===== src/rtl/brent_kung_sub_pipe.sv =====
// Three-stage pipelined subtractor (a - b - bin) with Brent-Kung borrow prefix.
// Valid/ready on both sides; stalls propagate back through a per-stage advance chain.
module brent_kung_sub_pipe #(
    parameter int WIDTH = 64,
    parameter int TAG_W = 4
) (
    input  logic             clk,
    input  logic             rst_n,
    input  logic             in_valid,
    output logic             in_ready,
    input  logic [WIDTH-1:0] a,
    input  logic [WIDTH-1:0] b,
    input  logic             bin,
    input  logic [TAG_W-1:0] in_tag,
    output logic             out_valid,
    input  logic             out_ready,
    output logic [WIDTH-1:0] diff,
    output logic             bout,
    output logic             ovf,
    output logic             zero,
    output logic [TAG_W-1:0] out_tag
);

    localparam int LVL = $clog2(WIDTH);

    logic             rdy_q;
    logic             v1_q, v2_q, v3_q;
    logic             adv1, adv2, adv3;

    logic [WIDTH-1:0] g1_d, p1_d;
    logic [WIDTH-1:0] g1_q, p1_q;
    logic             cin1_q, am1_q;
    logic [TAG_W-1:0] tag1_q;

    logic [WIDTH-1:0] gu_d, pu_d;
    logic [WIDTH-1:0] gu_q, pu_q, p2_q;
    logic             cin2_q, am2_q;
    logic [TAG_W-1:0] tag2_q;

    logic [WIDTH-1:0] gd, cv, diff_d;
    logic             bout_d, ovf_d, zero_d;
    logic [WIDTH-1:0] diff_q;
    logic             bout_q, ovf_q, zero_q;
    logic [TAG_W-1:0] tag3_q;

    // Advance chain: a stage may load when it is empty or the stage after it moves.
    always_comb begin
        adv3     = ~v3_q | out_ready;
        adv2     = ~v2_q | adv3;
        adv1     = ~v1_q | adv2;
        in_ready = adv1 & rdy_q;
    end

    // rdy_q keeps in_ready low until the first edge after reset releases.
    always_ff @(posedge clk or negedge rst_n) begin
        if (!rst_n) rdy_q <= 1'b0;
        else        rdy_q <= 1'b1;
    end

    // Bitwise generate/propagate of a + ~b; a's msb is kept for the overflow test.
    always_comb begin
        g1_d = a & ~b;
        p1_d = a ^ ~b;
    end

    // Stage 1: operand-level generate/propagate, carry-in and tag.
    always_ff @(posedge clk or negedge rst_n) begin
        if (!rst_n) begin
            v1_q   <= 1'b0;
            g1_q   <= '0;
            p1_q   <= '0;
            cin1_q <= 1'b0;
            am1_q  <= 1'b0;
            tag1_q <= '0;
        end else if (adv1) begin
            v1_q   <= in_valid & rdy_q;
            g1_q   <= g1_d;
            p1_q   <= p1_d;
            cin1_q <= ~bin;
            am1_q  <= a[WIDTH-1];
            tag1_q <= in_tag;
        end
    end

    // Up-sweep in place: node i at level l covers 2^l bits ending at i.
    // Carry-in is folded into bit 0 so every prefix already includes it.
    always_comb begin
        gu_d    = g1_q;
        pu_d    = p1_q;
        gu_d[0] = g1_q[0] | (p1_q[0] & cin1_q);
        for (int l = 1; l <= LVL; l++) begin
            for (int i = 0; i < WIDTH; i++) begin
                if (((i + 1) % (1 << l)) == 0) begin
                    gu_d[i] = gu_d[i] | (pu_d[i] & gu_d[i - (1 << (l - 1))]);
                    pu_d[i] = pu_d[i] & pu_d[i - (1 << (l - 1))];
                end
            end
        end
    end

    // Stage 2: up-sweep group terms plus the bitwise propagate for the sum.
    always_ff @(posedge clk or negedge rst_n) begin
        if (!rst_n) begin
            v2_q   <= 1'b0;
            gu_q   <= '0;
            pu_q   <= '0;
            p2_q   <= '0;
            cin2_q <= 1'b0;
            am2_q  <= 1'b0;
            tag2_q <= '0;
        end else if (adv2) begin
            v2_q   <= v1_q;
            gu_q   <= gu_d;
            pu_q   <= pu_d;
            p2_q   <= p1_q;
            cin2_q <= cin1_q;
            am2_q  <= am1_q;
            tag2_q <= tag1_q;
        end
    end

    // Down-sweep fills the remaining prefixes from the nearest complete one below.
    always_comb begin
        gd = gu_q;
        for (int l = LVL - 1; l >= 1; l--) begin
            for (int i = 0; i < WIDTH; i++) begin
                if (i >= (1 << l) &&
                    ((i + 1) % (1 << l)) == (1 << (l - 1))) begin
                    gd[i] = gd[i] | (pu_q[i] & gd[i - (1 << (l - 1))]);
                end
            end
        end
        cv     = {gd[WIDTH-2:0], cin2_q};
        diff_d = p2_q ^ cv;
        bout_d = ~gd[WIDTH-1];
        // Operand signs differ exactly when the msb propagate is 0.
        ovf_d  = ~p2_q[WIDTH-1] & (diff_d[WIDTH-1] ^ am2_q);
        zero_d = ~|diff_d;
    end

    // Stage 3: final result flags and tag, held while the consumer stalls.
    always_ff @(posedge clk or negedge rst_n) begin
        if (!rst_n) begin
            v3_q   <= 1'b0;
            diff_q <= '0;
            bout_q <= 1'b0;
            ovf_q  <= 1'b0;
            zero_q <= 1'b0;
            tag3_q <= '0;
        end else if (adv3) begin
            v3_q   <= v2_q;
            diff_q <= diff_d;
            bout_q <= bout_d;
            ovf_q  <= ovf_d;
            zero_q <= zero_d;
            tag3_q <= tag2_q;
        end
    end

    assign out_valid = v3_q;
    assign diff      = diff_q;
    assign bout      = bout_q;
    assign ovf       = ovf_q;
    assign zero      = zero_q;
    assign out_tag   = tag3_q;

endmodule


===== config.mk =====
export PLATFORM = sky130hd
export DESIGN_NAME = brent_kung_sub_pipe
export DESIGN_NICKNAME = d
export VERILOG_FILES = /design/src/rtl/brent_kung_sub_pipe.sv
export SDC_FILE = /design/constraint.sdc
export NUM_CORES = 1
export LEC_CHECK = 0
export ABC_CLOCK_PERIOD_IN_PS = 4450
export CORE_UTILIZATION = 40
export CTS_BUF_LIST = sky130_fd_sc_hd__clkbuf_16
export DETAILED_ROUTE_END_ITERATION = 12
export GPL_TIMING_DRIVEN = 0
export PLACE_DENSITY_LB_ADDON = 0.3
export SYNTH_ARGS = -nofsm -noshare
export SYNTH_HDL_FRONTEND = slang
export SYNTH_SLANG_ARGS = --single-unit
export TNS_END_PERCENT = 1

===== constraint.sdc =====
create_clock -name clk -period 4.45 [get_ports clk]
set_clock_uncertainty 0.15 [all_clocks]
set_input_delay 0.89 -clock clk [delete_from_list [all_inputs] [get_ports clk]]
set_output_delay 0.89 -clock clk [all_outputs]
set_load 0.1 [all_outputs]

==> flow_metrics.tcl <==
set metrics [dict create \
    status "finished, final reports clean" \
    wirelength_um 44800 \
    grtUsageTotal_pct 22.1 \
    avgSynthCellArea_sq_um 10.3 \
    yosysMostFrequentCell "nand2_1" \
    period_needed_ps 4300 \
    synth_top_area_share_pct 56.3 \
    clkSlewWorstSetupHoldPaths_ps 50 \
    place_inst 2322 \
    antenna_found_initial 1 \
    vias 12000 \
    final_area_sq_mm 0.0205 \
    m1WireLength_um 19900 \
    htreeDepth 2 \
    dr.pass1.iters 7 \
    cts_buffers 41 \
    max_cap_viol_count 0 \
    grt_start_max_net_pins 115 \
    portBuffers 209 \
    drv_slew 0 \
    finalSetupViolations 0 \
    postPlaceCellArea_sq_mm 0.0192 \
    ir_drop_mv 0.279 \
    syn_inst 1585 \
    syn-cell-area_sq_mm 0.0164 \
    worstSetupStartpoint "out_ready" \
    die-area_sq_mm 0.0418 \
    rsz0062_at_grt "no" \
    dp_hpwl_um 33300 \
    holdCritPathClass "in2async" \
    relSlewSlack_pct 24.6 \
    cp.arrival_ps 3260 \
    fmax_mhz 233 \
    core_sq_mm 0.0401 \
    cts_tree "built" \
    required_ps 3410 \
    cts_resized 1 \
    clk_latency_ps 540 \
    synth_area_leaders "dfrtp_1, nand2_1, mux2_2, ha_1, nor2_1" \
    via_per_inst 5.01 \
    synth_ff_type "dfrtp_1" \
    initial_core_util_pct 40.9 \
    power_uw 10600 \
    synth_area_leader_cell "dfrtp_1" \
    finalHoldViolCount 0 \
    yosysSeqAreaShare_pct 56.3 \
    grt_pass1_vias 12500 \
    wl_met3_um 2560 \
    grt_overflow 0 \
    ctsHoldBuffers 0 \
    routed.top_layer "met5" \
    fin_hold_ws_ps 190 \
    tightest_slew_ps 1130 \
    dr_wl_met2_um 21100 \
    die_h_um 205 \
    crit_family "buffers and inverters" \
    synth_edf_count 0 \
    root_buffer "clkbuf_16" \
    async_reset_ff_share_pct 100 \
    worstSetupPathType "in2out" \
    max_stage_delay_ps 850 \
    drc 0 \
    path_max_fanout 10 \
    area_growth_pct 25.2 \
    drtIter0Drc 897 \
    p_leak_uw 0.0101 \
    crit_path_frequent_cell "buf_6" \
    ys_ff_latch 369 \
    cts_sinks 369 \
    crit_chain "clkdlybuf4s50_1 > nor2b_2 > and2_4 > nand2_1 > buf_6 > buf_6 > and2_1 > dlygate4sd2_1" \
    endpoint_kind "primary output" \
    ys_warn_count 0 \
    timing.rr.start "gu_q[31]" \
    post-route-period-util_pct 96.7 \
    start_kind "input port" \
    drt.antenna.violating_nets 0 \
    post_drt_wl_per_cell_um 18.7 \
    die_w_um 205 \
    worstPathBufferInverterCount 4 \
    nets 2072 \
    ys_types 43 \
    num_rows 73 \
    drive_above_1_share_pct 12.1 \
    diodes 0 \
    cts_buffer_depth 3 \
    cts_setup_buffers 0 \
    synth_nets 1817 \
    ios 210 \
    p_per_area_mw_per_mm2 518 \
    instances_no_fill 2397 \
    routabilityCongestion 0.860 \
    slowest_stage "dlygate4sd2_1" \
    ys_top_cells_by_count "nand2_1, dfrtp_1, mux2_2" \
    grt_pass1_wl_um 70600 \
]
## flip-flops by register name, indices dropped and copies added, names as in the netlist, 4 cells and up
register	count
g1_q	64
p2_q	33
tag1_q	4
out_tag	4
gu_q	64
diff	64
pu_q	57
tag2_q	4
p1_q	64
## report_power, final
group / switching [uW] / internal, uW
combinational: 2310 / 864
sequential: 369 / 3830
clock: 1350 / 1910
## through the flow
step / TNS [ps] / utilization (%) / setup WS, ps
global placement: -5002790 / 47.8 / -13590
CTS: 0 / 51.2 / 169
finish: 0 / 51.2 / 149
detailed placement: -98.4 / 48.0 / -98.4
floorplan: 0 / - / 1070
global route: 0 / 51.2 / 100
## final timing paths
| kind | to | slack (ps) | cells past startpoint |
|---|---|---|---|
| setup reg to reg | zero | 1230 | 10 |
| min in group clk | bout | 280 | 1 |
| max in group asynchronous | diff[8] | 2610 | 3 |
| hold / removal | p1_q[51] | 190 | 1 |
| setup / recovery | in_ready | 150 | 8 |
| hold reg to reg | bout | 280 | 1 |
## final cells by class
cell class | count | area (sq um)
Fill cell | 3591 | 19600
Sequential cell | 369 | 9230
Tap cell | 525 | 657
Clock inverter | 32 | 216
Inverter | 69 | 259
Timing Repair Buffer | 212 | 2180
Clock buffer | 43 | 1080
Buffer | 66 | 395
Multi-Input combinational cell | 1081 | 6520
## cell usage in the layout, fill, tap and decap left out, types with 28 or more instances in the layout
cell type and n:
nor2_1 95, o21ai_0 58, a21o_1 30, dfrtp_1 369
inv_1 75, clkbuf_16 43, clkdlybuf4s50_1 207, buf_2 28
mux2_2 122, a21oi_1 56, nand2_1 502, xor2_1 32
ha_1 95
## worst reg2reg max path, stage by stage, from the launching register on
cell     delay, ps
dfrtp_1        470
a21o_1         260
a21o_1         240
a21o_1         220
a21o_1         190
ha_1           190
nor2_1         190
xor2_1         350
nand4_1        200
nor4_1         450
a32o_1         240
## cells by family (layout without fill, tap and decap cells)
family,count (synthesis),in the layout,synth area share [%]
compound gates,159,159,5.55
xor+xnor,34,34,1.82
fa+ha+maj,95,95,7.25
buf+inv,135,422,3.99
flops,369,369,56.3
mux,133,133,9.13
other cells,1,1,0.0229
simple gates,659,659,16.0
## metal layers
layer  vias to the layer above  track usage, %
li1                       5716               -
met2                       326            35.9
met4                         2            6.85
met5                         -               0
met1                      5886            29.9
met3                        81            4.14
Note: power is estimated with default switching activity, not from simulation.
